==> src/rtl/decodificador_param.sv <==
// decodificador_param: registered, parametrised one-hot decoder with a free-running scan mode.
//
// An N-bit index selects one of 2^N outputs, MSB-first: index 0 drives the top output bit.
// There are three operating states:
//   IDLE   - outputs are blank.
//   DIRECT - the index is loaded from `in`.
//   SCAN   - the index steps through 0..LAST and dwells DIV cycles on each position.
// `wrap` pulses for one cycle when the scan returns from LAST to 0.
// The out, idx and wrap registers all update on the same edge, and no input reaches an
// output combinationally.
//
// Optional build macro: DECODIFICADOR_ACTIVE_LOW_EN.
//   When defined, `out` is inverted at the register for common-anode drivers. The active
//   position drives 0, and the IDLE/reset value is all ones. idx and wrap are unchanged.

module decodificador_param #(
    parameter int N    = 3,
    parameter int DIV  = 4,
    parameter int LAST = (1 << N) - 1
) (
    input  logic                clk,
    input  logic                rst,
    input  logic                en,
    input  logic                mode,
    input  logic                load,
    input  logic [N-1:0]        in,
    output logic [(1<<N)-1:0]   out,
    output logic [N-1:0]        idx,
    output logic                wrap
);

    localparam int W  = 1 << N;
    localparam int DW = (DIV > 1) ? $clog2(DIV) : 1;

    localparam logic [DW-1:0] DWELL_END = DW'(DIV - 1);
    localparam logic [N-1:0]  IDX_LAST  = N'(LAST);

`ifdef DECODIFICADOR_ACTIVE_LOW_EN
    localparam logic [W-1:0]  OUT_BLANK = {W{1'b1}};
`else
    localparam logic [W-1:0]  OUT_BLANK = {W{1'b0}};
`endif

    typedef enum logic [1:0] {
        IDLE   = 2'd0,
        DIRECT = 2'd1,
        SCAN   = 2'd2
    } state_t;

    state_t          state_p0, state_nxt;
    logic [N-1:0]    idx_p0,   idx_nxt;
    logic [DW-1:0]   dwell_p0, dwell_nxt;
    logic [W-1:0]    out_p0,   out_nxt;
    logic            wrap_p0,  wrap_nxt;

    // MSB-first one-hot: index 0 selects bit W-1, and the output polarity follows the build.
    function automatic logic [W-1:0] decode(input logic [N-1:0] code);
        logic [W-1:0] hot;
        hot = {1'b1, {(W-1){1'b0}}} >> code;
`ifdef DECODIFICADOR_ACTIVE_LOW_EN
        return ~hot;
`else
        return hot;
`endif
    endfunction

    // Scan successor: advance the index, falling back to 0 after LAST (or anything beyond it).
    function automatic logic [N-1:0] scan_next(input logic [N-1:0] code);
        if (code >= IDX_LAST) begin
            return '0;
        end
        return code + 1'b1;
    endfunction

    // State, index, dwell counter and output registers; everything clears on reset.
    always_ff @(posedge clk) begin
        if (rst) begin
            state_p0 <= IDLE;
            idx_p0   <= '0;
            dwell_p0 <= '0;
            out_p0   <= OUT_BLANK;
            wrap_p0  <= 1'b0;
        end else begin
            state_p0 <= state_nxt;
            idx_p0   <= idx_nxt;
            dwell_p0 <= dwell_nxt;
            out_p0   <= out_nxt;
            wrap_p0  <= wrap_nxt;
        end
    end

    // Next-state logic: en=0 overrides everything, then mode/load act according to the state.
    always_comb begin
        state_nxt = state_p0;
        idx_nxt   = idx_p0;
        dwell_nxt = dwell_p0;
        wrap_nxt  = 1'b0;

        if (!en) begin
            // The index is kept; a later scan entry restarts from 0 anyway.
            state_nxt = IDLE;
            dwell_nxt = '0;
        end else begin
            unique case (state_p0)
                IDLE: begin
                    if (mode) begin
                        state_nxt = SCAN;
                        idx_nxt   = '0;
                        dwell_nxt = '0;
                    end else if (load) begin
                        state_nxt = DIRECT;
                        idx_nxt   = in;
                    end
                end

                DIRECT: begin
                    // Codes above LAST are legal here; LAST bounds only the scan.
                    if (mode) begin
                        state_nxt = SCAN;
                        idx_nxt   = '0;
                        dwell_nxt = '0;
                    end else if (load) begin
                        idx_nxt   = in;
                    end
                end

                SCAN: begin
                    if (!mode) begin
                        state_nxt = DIRECT;
                        dwell_nxt = '0;
                        if (load) begin
                            idx_nxt = in;
                        end
                    end else if (dwell_p0 == DWELL_END) begin
                        dwell_nxt = '0;
                        idx_nxt   = scan_next(idx_p0);
                        wrap_nxt  = (idx_p0 >= IDX_LAST);
                    end else begin
                        dwell_nxt = dwell_p0 + 1'b1;
                    end
                end

                default: begin
                    state_nxt = IDLE;
                    dwell_nxt = '0;
                end
            endcase
        end
    end

    // The output is decoded from the next index so that out, idx and wrap move together.
    always_comb begin
        out_nxt = OUT_BLANK;
        if (state_nxt != IDLE) begin
            out_nxt = decode(idx_nxt);
        end
    end

    assign out  = out_p0;
    assign idx  = idx_p0;
    assign wrap = wrap_p0;

endmodule
==> config.mk <==
export PLATFORM = sky130hd
export DESIGN_NAME = decodificador_param
export DESIGN_NICKNAME = d
export VERILOG_FILES = /design/src/rtl/decodificador_param.sv
export SDC_FILE = /design/constraint.sdc
export NUM_CORES = 1
export LEC_CHECK = 0
export BUFFER_PORTS_ARGS = -buffer_cell sky130_fd_sc_hd__clkbuf_2
export CORE_MARGIN = 5
export CORE_UTILIZATION = 49
export DETAILED_ROUTE_END_ITERATION = 8
export PLACE_DENSITY = 0.86
export SLEW_MARGIN = 30
export SYNTH_ARGS = -nofsm -noshare
export SYNTH_HDL_FRONTEND = slang
export SYNTH_SLANG_ARGS = --single-unit
==> constraint.sdc <==
create_clock -name clk -period 2 [get_ports clk]
set_input_delay 0.4 -clock clk [delete_from_list [all_inputs] [get_ports clk]]
set_output_delay 0.4 -clock clk [all_outputs]
set_load 0.01 [all_outputs]
Word-level counts from Yosys, hierarchy flattened --
Index checks and enable logic that the tools add are counted.
Storage, ports and cells: register bits after elaboration 16, bits of input ports 8, output and inout port bits 12, word-level logic and storage cells 47
Operators by class: add/subtract/negate cells 2, $lt $le $gt $ge 1, eq/ne operators 4, shifts and indexed selects 1, mux-type cells 23, bitwise logic cells 5, reductions and logical operators 6
Operators by type and width (number):
- 3-bit two-way mux | 7
- 2-bit two-way mux | 8
- 8-bit by 3-bit >> shifter with 8-bit output, first input constant | 1
- 2-bit one-hot mux with 3 select lines | 1
- 3-bit one-hot mux with 2 select lines | 1
- 2-bit OR reduction | 3
- 1-bit two-way mux | 5
- 1-bit NOT | 5
- 5-bit OR reduction | 1
- 2-bit == test, second input constant | 2
- 2-bit one-hot mux with 2 select lines | 1
- 3-bit by 1-bit adder with 3-bit output, second input constant | 1
- 3-bit greater-or-equal comparator, second input constant | 1
- 2-bit by 1-bit adder with 2-bit output, second input constant | 1
- 2-bit by 1-bit == test with 1-bit output, second input constant | 1
- 2-bit zero test | 1
- 2-bit by 1-bit != test with 1-bit output, second input constant | 1
- 2-bit nonzero test | 1

Longest topological paths before layout --
Gate-level depths: netlist of the first run.
depth after elaboration 12, mapped depth 6, depth with buffers taken out 6

Worst setup path before layout of the first run --
Ideal clock, no wire load.
path kind reg2reg, from register idx_p0[0] (netlist: idx[0]), to register out_p0[3] (netlist: out[3]), library setup time 92 ps, arrival 1563 ps, required time 1908 ps, setup slack 345 ps, cell stages (with the launch flop) 7, path buffers 0, period minus slack after synthesis 1655 ps, path through dfxtp_1 ha_1 ha_1 nand3b_1 o221ai_1 nand4_1 nor4_1
On the way: longest elaborated chain between the ends 12, elaborated cells on any way between the ends 15, classes of those cells add/sub: 1; order compare: 1; shift: 1; mux: 12
Ends and longest elaborated chain:
- start: declaration | line 51 | logic [N-1:0] idx_p0, idx_nxt;
- start signal: assignment | line 85 | idx_p0 <= idx_nxt;
- 3-bit greater-or-equal comparator | line 69 | if (code >= IDX_LAST) begin
- 1-bit two-way mux | line 69
- 1-bit two-way mux | line 134 | end else if (dwell_p0 == DWELL_END) begin
- 1-bit two-way mux | line 128 | if (!mode) begin
- 1-bit two-way mux | line 104 | unique case (state_p0)
- 1-bit two-way mux | line 99 | if (!en) begin
- 3-bit two-way mux | line 72 | return code + 1'b1;
- 3-bit two-way mux | line 134
- 3-bit two-way mux | line 128
- 3-bit one-hot mux with 2 select lines | line 104
- 3-bit two-way mux (*) | line 99
- 8-bit by 3-bit >> shifter with 8-bit output (*) | line 59 | hot = {1'b1, {(W-1){1'b0}}} >> code;
- end signal: assignment | line 87 | out_p0 <= out_nxt;
- end: declaration | line 53 | logic [W-1:0] out_p0, out_nxt;
Every way passes the cells marked *; elsewhere a longest branch is shown, timed or not. The select of a mux whose other input is x is not followed. A chain may end at the register's enable or synchronous reset.

Worst setup path after layout of the first run --
Ends and elaborated chain as after synthesis.

==> results.txt, run 1 <==
# Max-Cap Violations -> 0
static leakage -> 0.386 nW
post-synth top area share -> 42.6%
R2R depth -> 6
nets -> 114
Final Max Tran Viols -> 0
First-pass DRT Iterations -> 4
Hold Violations, Final -> 0
Mapped Area -> 752 um2
Reg-to-Reg End -> out[3]
worst hold path type -> input pin to flop
Place WS -> 166 ps
top cells by count, synth -> dfxtp_1, nor2_1, nor4_1
ys flop type -> dfxtp_1
die area -> 2420 um2
Hold Path End -> idx[2]
Synth Area in XOR/XNOR -> 0%
initial antenna violation count -> 0
Post-Synth Simple-Gate Area -> 28.3%
total wire length -> 1630 um
Worst Path Arrival -> 2050 ps
initial core utilization -> 50.5%
worst-margin pin slew -> 433 ps
Site Rows -> 14
Slew headroom -> 70.9%
Worst-path clk slew -> 90 ps
fillcell total -> 138
post-CTS setup buffer count -> 0
largest net degree at the start of global routing -> 11
Post-synth EDFFs -> 0
htree depth -> 1
multiplexer share of the synthesized area -> 1.33%
number of diodes -> 0
Hold Crit Depth -> 2
top-count cell post-synth -> dfxtp_1
drt wl/cell -> 13.8 um
number of global-route vias before repair -> 680
Clk Latency, worst-skew pair -> 280 ps
Synth area leader -> dfxtp_1
Seq/Total Area, Yosys -> 42.6%
most used cell along the critical path -> ha_1
Synth Instances -> 81
IO buf count -> 19
clk sink count -> 16
Crit path largest cell delay -> 380 ps
Max VDD drop -> 0.436 mV
DR iter-0 viols -> 17
post-synthesis to final-layout area growth -> 18.8%
CP max-delay cell -> dfxtp_1
chip width -> 49.2 um
status -> finished clean
crit share post-route -> 92.9%
Resized Gates After CTS -> 0
Yosys reg bits -> 16
post-placement cell area -> 857 um2
R2R Setup Slk -> 140 ps
top cells by area, synth -> dfxtp_1, ha_1, nor4_1, a211oi_1, nor2_1
largest family of logic cells by synthesized area -> simple AND/OR/NAND/NOR gates
CTS max path bufs -> 2
total negative slack -> 0 ps
fmax -> 0.538 GHz
final setup violation count -> 0
routability-driven placement congestion ratio -> 0.880
IO Count -> 20
Hold WS -> 354 ps
Post-CTS Hold Buffers -> 0
remaining routing DRC violations -> 0
clk_skew -> 5.97 ps
Synth warnings -> 0
Final ANT Viol Nets -> 0
CP Cell Sequence -> ha_1, ha_1, nand3b_1, o221ai_1, nand4_1, nor4_1
Vias/cell -> 5.92
Syn Nets -> 92
Adder-Cell Fraction of Synth Area -> 4.99%
kind of critical path -> flop to flop
CP max FO -> 7
reg2reg start -> idx[0]
Synth cell types -> 32
unrepaired setup endpoints after global routing -> false
worst setup margin -> 142 ps
Hold Startpoint -> rst
Crit path required time -> 2190 ps
share of cells above drive strength 1 -> 25.5%
core area -> 1490 um2
Num CTS Buffers -> 3
CTS tree -> done
global route total overflow -> 0
die height -> 49.2 um
post-synthesis compound-gate area fraction -> 20.5%
CP Capture Type -> flop
Root Buffer -> clkbuf_4
Setup crit start kind -> flop
shortest period the worst path allows -> 1860 ps
asr flop ratio synth -> 0%
via count -> 699
detailed-placement wirelength estimate -> 1320 um
final instance area -> 893 um2
first-pass GRT wire length -> 2850 um
Syn Area/Cell -> 9.28 um2
Cell Pwr Density -> 672 nW/um2
Global Route Usage Sum -> 14.9%
-- flip-flops by register name, summed over array words and instances (netlist names) --
| register | count |
|---|---|
| dwell_p0 | 2 |
| idx | 3 |
| out | 8 |
| state_p0 | 2 |
| wrap | 1 |
-- per-stage QoR --
stage	cells	util [%]	total power, mW
3_3_place_gp	114	57.6	0.398
2_1_floorplan	81	-	0.377
3_5_place_dp	114	57.6	0.400
6_report	118	60.0	0.600
5_1_grt	118	60.0	0.640
4_1_cts	118	60.0	0.607
-- where the power goes --
part           internal, mW  total [mW]  switching (mW)  leakage, nW
combinational        0.0250      0.0612          0.0362        0.236
clock                 0.111       0.208          0.0969       0.0210
sequential            0.325       0.331         0.00695        0.130
-- per-layer routing --
metal | vias to the layer above | GRT usage, % | wire length (um)
li1 | 355 | - | -
met4 | 0 | 6.73 | 18
met1 | 317 | 16.4 | 639
met3 | 4 | 4.89 | 119
met2 | 23 | 25.3 | 849
met5 | - | 0 | 0
-- how the worst max path moves through the flow --
stage | from | end | slack, ps | cells past startpoint
3_3_place_gp | idx[0] | out[1] | 290 | 6
2_1_floorplan | idx[0] | out[3] | 350 | 6
5_1_grt | idx[0] | out[1] | 30 | 6
4_1_cts | idx[0] | out[3] | 130 | 6
6_report | idx[0] | out[3] | 140 | 6
3_5_place_dp | idx[0] | out[1] | 170 | 6
-- placed cells by master, fill, tap and decap left out, types with 4 or more instances in the layout --
master,instances
nand2_1,4
nor4_1,5
nor2_1,7
a211oi_1,4
clkbuf_2,19
dfxtp_1,16
-- critical path, delay by kind of cell (launching register included) --
family	cells	cell delay (ps)
fa+ha+maj	2	440
flops	1	380
simple gates	3	710
compound gates	1	240
-- cells by family after synthesis --
| kind of cell | Yosys count |
|---|---|
| AO/OA/AOI/OAI | 19 |
| multiplexers | 1 |
| adder cells (fa/ha/maj) | 3 |
| buffers and inverters | 4 |
| AND/OR/NAND/NOR | 38 |
| flip-flops | 16 |
-- layout make-up --
| cell class | instances | area (um2) | share of cell area [%] |
|---|---|---|---|
| repair buffers | 19 | 95.1 | 10.6 |
| flip-flops and latches | 16 | 320 | 35.9 |
| inverters | 2 | 7.51 | 0.840 |
| well taps | 16 | 20.0 | 2.24 |
| multi-input cells | 61 | 414 | 46.4 |
| clock buffers | 4 | 36.3 | 4.06 |
Note: power is estimated with default switching activity, not from simulation.
==> run 2, diff against run 1 <==
--- a/config.mk
+++ b/config.mk
@@ -6,10 +6,11 @@
 export NUM_CORES = 1
 export LEC_CHECK = 0
 export BUFFER_PORTS_ARGS = -buffer_cell sky130_fd_sc_hd__clkbuf_2
+export CORE_ASPECT_RATIO = 1.2
 export CORE_MARGIN = 5
-export CORE_UTILIZATION = 49
+export CORE_UTILIZATION = 44
 export DETAILED_ROUTE_END_ITERATION = 8
-export PLACE_DENSITY = 0.86
+export PLACE_DENSITY = 0.82
 export SLEW_MARGIN = 30
 export SYNTH_ARGS = -nofsm -noshare
 export SYNTH_HDL_FRONTEND = slang
==> constraint.sdc (replaced) <==
create_clock -name clk -period 1.6 [get_ports clk]
set_input_delay 0.32 -clock clk [delete_from_list [all_inputs] [get_ports clk]]
set_output_delay 0.32 -clock clk [all_outputs]
set_load 0.01 [all_outputs]
==> run 2 against run 1 <==
Critical path depth is 1 higher; setup slack worse by 100 ps; register-to-register slack worse by 100 ps; non-clock buffer count is 9 higher; sequential power is 25% higher; power is 32% higher; clock skew is 3.4 ps lower; combinational power is 62% higher; sequential share of layout area is 4.6 points lower; global-route usage is 1.1 points higher; highest routed layer unchanged.
==> results.txt, run 2 (synthesis gave the netlist of run 1 again) <==
status -> finished clean
clk sink count -> 16 (unchanged)
number of diodes -> 0 (unchanged)
fmax -> 0.641 GHz (+19%)
Root Buffer -> clkbuf_4
Reg-to-Reg End -> out[1]
worst-margin pin slew -> 555 ps (+122 ps)
Hold Crit Depth -> 3 (+1)
R2R depth -> 7 (+1)
# Max-Cap Violations -> 0 (unchanged)
Cell Count, Final, Fillers Out -> 129 (+9.3%)
die height -> 55.3 um (+12%)
crit path launch -> idx[0]
R2R Setup Slk -> 40 ps (-100 ps)
total wire length -> 1990 um (+22%)
reg2reg start -> idx[0]
global route total overflow -> 0 (unchanged)
DR iter-0 viols -> 23 (+6)
Worst Path Arrival -> 1770 ps (-280 ps)
routability-driven placement congestion ratio -> 0.782 (-11%)
First-pass DRT Iterations -> 4 (unchanged)
CTS tree -> done
largest net degree at the start of global routing -> 10 (-1)
CTS max path bufs -> 2 (unchanged)
static leakage -> 0.431 nW (+12%)
Hold Path End -> idx[1]
post-synthesis to final-layout area growth -> 39.3%
drt wl/cell -> 15.4 um (+12%)
Vias/cell -> 6.02 (+1.7%)
initial antenna violation count -> 0 (unchanged)
crit share post-route -> 97.5% (+4.6 points)
Final ANT Viol Nets -> 0 (unchanged)
Site Rows -> 16 (+2)
shortest period the worst path allows -> 1560 ps (-299 ps)
Global Route Usage Sum -> 16.0% (+1.1 points)
die area -> 2640 um2 (+9.1%)
Hold Startpoint -> rst
Setup crit start kind -> flop
number of global-route vias before repair -> 742 (+9.1%)
Cell Pwr Density -> 758 nW/um2 (+13%)
IO buf count -> 19 (unchanged)
share of cells above drive strength 1 -> 45.9% (+20 points)
initial core utilization -> 46.4% (-4.1 points)
Slew headroom -> 62.7% (-8.2 points)
CP max FO -> 4 (-3)
Final Max Tran Viols -> 0 (unchanged)
chip width -> 47.7 um (-2.9%)
kind of critical path -> flop to flop
htree depth -> 1 (unchanged)
Num CTS Buffers -> 3 (unchanged)
final setup violation count -> 0 (unchanged)
unrepaired setup endpoints after global routing -> true
Worst-path clk slew -> 100 ps (about the same)
Crit path required time -> 1820 ps (-370 ps)
commonest cells after routing, fill and taps aside -> clkbuf_2, dfxtp_1, buf_4, nor2_1, dfxtp_2
first-pass GRT wire length -> 3110 um (+9.2%)
worst hold path type -> input pin to flop
clk_skew -> 2.57 ps (-3.40 ps)
remaining routing DRC violations -> 0 (unchanged)
core area -> 1620 um2 (+8.9%)
number of flip-flops in the largest register -> 8 (unchanged)
IO Count -> 20 (unchanged)
nets -> 123 (+7.9%)
Clk Latency, worst-skew pair -> 300 ps (+20 ps)
CP Capture Type -> flop
Max VDD drop -> 0.576 mV (+32%)
via count -> 777 (+11%)
total negative slack -> 0 ps (unchanged)
detailed-placement wirelength estimate -> 1440 um (+9.6%)
commonest non-fill, non-tap cell in the layout -> clkbuf_2
placed cells -> 123 (+7.9%)
Hold Violations, Final -> 0 (unchanged)
[run 2: changes by cell type in the layout (fill, tap and decap cells not counted), sizes merged]
cell  delta
buf      +9
[run 2: power by group]
| part | switching, mW | leakage, nW | internal, mW | total [mW] |
|---|---|---|---|---|
| combinational | 0.0554 | 0.278 | 0.0440 | 0.0994 |
| clock | 0.140 | 0.0210 | 0.139 | 0.279 |
| sequential | 0.00840 | 0.132 | 0.406 | 0.415 |
[run 2: how the worst max path moves through the flow]
stage	endpoint	slack (ps)	cells past startpoint
global placement	out[3]	-30	6
detailed placement	out[3]	-90	6
finish	out[1]	40	7
floorplan	out[3]	4	6
global route	out[3]	-50	7
CTS	out[3]	-20	6
[run 2: layout make-up]
| class | count | area (um2) |
|---|---|---|
| fill | 141 | 574 |
| clock buffer | 4 | 36.3 |
| timing repair buffer | 28 | 163 |
| tap | 18 | 22.5 |
| inverter | 2 | 7.51 |
| multi-input combinational | 61 | 490 |
| sequential | 16 | 328 |
[run 2: repair_timing]
item | CTS | global route
buffers inserted | 1 | 1
pin swaps | 8 | 5
hold buffers | 0 | 0
setup endpoints to repair | 7 | 10
gates resized for setup | 11 | 7
[run 2: worst max-delay path: stages (launching register included)]
cell and delay, ps:
dfxtp_2 350, ha_4 160, ha_4 240, nand3b_1 80
o221ai_2 190, nand4_1 120, buf_4 180, nor4_1 150
[run 2: metrics by stage]
step	power, mW	utilization, %	hold slack [ps]	instance area [um2]	setup WS, ps
4_1_cts	0.789	62.8	304	1020	-16.9
3_3_place_gp	0.509	56.6	498	918	-30.1
6_report	0.793	64.6	293	1050	40.7
5_1_grt	0.827	64.6	303	1050	-54.8
2_1_floorplan	0.473	-	389	758	4.21
3_5_place_dp	0.511	56.6	520	918	-86.0
[run 2: routing by layer]
layer	GRT usage [%]	wire [um]
met5	0	0
met1	17.8	752
met3	4.22	97
met4	6.92	57
met2	26.8	1080
==> run 3, diff against run 2 <==
--- a/config.mk
+++ b/config.mk
@@ -9,6 +9,7 @@
 export CORE_ASPECT_RATIO = 1.2
 export CORE_MARGIN = 5
 export CORE_UTILIZATION = 44
+export CTS_BUF_LIST = sky130_fd_sc_hd__clkbuf_8 sky130_fd_sc_hd__clkbuf_16
 export DETAILED_ROUTE_END_ITERATION = 8
 export PLACE_DENSITY = 0.82
 export SLEW_MARGIN = 30
==> run 3 against run 2 <==
Register-to-register slack worse by 40 ps; critical endpoint is now out[5]; clock power is 30% higher; sequential share of layout area is 1.0 points lower; clock skew is 2.1 ps lower; highest routed layer unchanged; cell count stayed put; fmax is 2.3% lower; final area is 3.5% higher.
==> results.txt, run 3 (synthesis gave the netlist of run 1 again) <==
core area -> 1620 um2 (unchanged)
crit path launch -> idx[0]
detailed-placement wirelength estimate -> 1440 um (unchanged)
DR iter-0 viols -> 9 (-61%)
CP max FO -> 4 (unchanged)
Hold WS -> 356 ps (+63.4 ps)
worst setup path end -> out[5]
fmax -> 0.627 GHz (-2.3%)
Slew headroom -> 56.6% (-6.1 points)
shortest period the worst path allows -> 1600 ps (+36.5 ps)
remaining routing DRC violations -> 0 (unchanged)
Tot Pwr -> 0.882 mW (+11%)
Reg-to-Reg End -> out[5]
drt wl/cell -> 15.6 um (+1.4%)
most used cell along the critical path -> ha_4
Buf/Inv on CP -> 0 (-1)
Num CTS Buffers -> 3 (unchanged)
R2R Setup Slk -> 4 ps (-40 ps)
Global Route Usage Sum -> 16.5% (+0.49 points)
placed cells -> 123 (unchanged)
Worst-path clk slew -> 60 ps (-40 ps)
kind of critical path -> flop to flop
static leakage -> 0.440 nW (+1.9%)
largest net degree at the start of global routing -> 10 (unchanged)
first-pass GRT wire length -> 3170 um (+2.0%)
Max VDD drop -> 0.526 mV (-8.5%)
Top Family by Delay on Critical Path -> simple AND/OR/NAND/NOR gates
number of diodes -> 0 (unchanged)
Hold Crit Depth -> 3 (unchanged)
CP max-delay cell -> nor3_1
global route total overflow -> 0 (unchanged)
IO buf count -> 19 (unchanged)
die height -> 55.3 um (unchanged)
clk sink count -> 16 (unchanged)
status -> finished clean
Final Max Tran Viols -> 0 (unchanged)
busiest grt layer -> met2
Site Rows -> 16 (unchanged)
Clk Latency, worst-skew pair -> 250 ps (-50 ps)
Root Buffer -> clkbuf_8
die area -> 2640 um2 (unchanged)
commonest cells after routing, fill and taps aside -> clkbuf_2, dfxtp_1, buf_4, nor2_1, dfxtp_2
Worst Path Arrival -> 1710 ps (-60 ps)
WP depth -> 5 (-2)
initial antenna violation count -> 0 (unchanged)
post-layout util -> 66.8% (+2.2 points)
post-synthesis to final-layout area growth -> 44.1%
via count -> 770 (-0.90%)
worst hold path type -> input pin to flop
CTS tree -> done
chip width -> 47.7 um (unchanged)
CP Cell Sequence -> ha_4, ha_4, nand2b_1, nor3_1, nor4_1
htree depth -> 1 (unchanged)
met1 Use GR -> 18.4% (+0.60 points)
Crit path required time -> 1720 ps (-100 ps)
clk_skew -> 0.511 ps (-2.06 ps)
final setup violation count -> 0 (unchanged)
# Max-Cap Violations -> 0 (unchanged)
Cell Count, Final, Fillers Out -> 129 (unchanged)
routability-driven placement congestion ratio -> 0.782 (unchanged)
Vias/cell -> 5.97 (-0.90%)
met3 Usage GRT -> 3.25% (-0.97 points)
Hold Violations, Final -> 0 (unchanged)
Setup crit start kind -> flop
Post-CTS Hold Buffers -> 0 (unchanged)
met2 usage -> 27.4% (+0.57 points)
First-pass DRT Iterations -> 4 (unchanged)
CTS max path bufs -> 2 (unchanged)
share of cells above drive strength 1 -> 50.5% (+4.5 points)
Crit path largest cell delay -> 540 ps (+190 ps)
worst-margin pin slew -> 646 ps (+90.7 ps)
unrepaired setup endpoints after global routing -> true
IO Count -> 20 (unchanged)
nets -> 123 (unchanged)
reg2reg start -> idx[0]
initial core utilization -> 46.4% (unchanged)
number of flip-flops in the largest register -> 8 (unchanged)
number of global-route vias before repair -> 745 (+0.40%)
total negative slack -> 0 ps (unchanged)
total wire length -> 2010 um (+1.4%)
Final ANT Viol Nets -> 0 (unchanged)
CP Capture Type -> flop
R2R depth -> 5 (-2)
commonest non-fill, non-tap cell in the layout -> clkbuf_2
crit share post-route -> 99.7% (+2.3 points)
Cell Pwr Density -> 814 nW/um2 (+7.4%)
-- run 3: cell counts in the layout (fill, tap and decap cells not counted) --
No cell type changed its count.
-- run 3: report_power, final --
| part | switching [mW] | internal (mW) |
|---|---|---|
| combinational | 0.0572 | 0.0458 |
| sequential | 0.00842 | 0.407 |
| clock | 0.145 | 0.219 |
| total | 0.211 | 0.671 |
-- run 3: area by class of cell --
class | count | area [um2]
fillers | 136 | 538
well taps | 18 | 22.5
repair buffers | 28 | 163
multi-input cells | 61 | 508
clock buffers | 4 | 55.1
inverters | 2 | 7.51
flip-flops and latches | 16 | 328
-- run 3: through the flow --
| stage | area, um2 | setup slack (ps) |
|---|---|---|
| finish | 1080 | 4.14 |
| CTS | 1040 | -10.9 |
| global route | 1080 | -66.7 |
| detailed placement | 918 | -86.0 |
| global placement | 918 | -30.1 |
| floorplan | 758 | 4.21 |
-- run 3: worst min-delay path by stage --
stage                     start     endpoint
detailed placement  dwell_p0[1]  dwell_p0[1]
finish                      rst       idx[2]
global placement    dwell_p0[1]  dwell_p0[1]
CTS                         rst       idx[2]
floorplan                   rst       idx[0]
global route                rst       idx[1]
-- run 3: worst register-to-register path, delay by kind of cell (launching register included) --
family                   cells  cell delay [ps]
AND/OR/NAND/NOR              3              800
adder cells (fa/ha/maj)      2              310
flip-flops                   1              340
-- run 3: routing by layer --
layer / wire length (um) / up-vias
met3: 94 / 5
met5: 0 / -
met4: 50 / 0
met2: 1100 / 24
met1: 770 / 371
li1: - / 370
-- run 3: what timing repair did --
action                     4_1_cts  5_1_grt
pin swaps                        8        5
gates resized for setup         12       11
setup endpoints to repair        7       10
gates cloned                     0        0
buffers inserted                 1        1
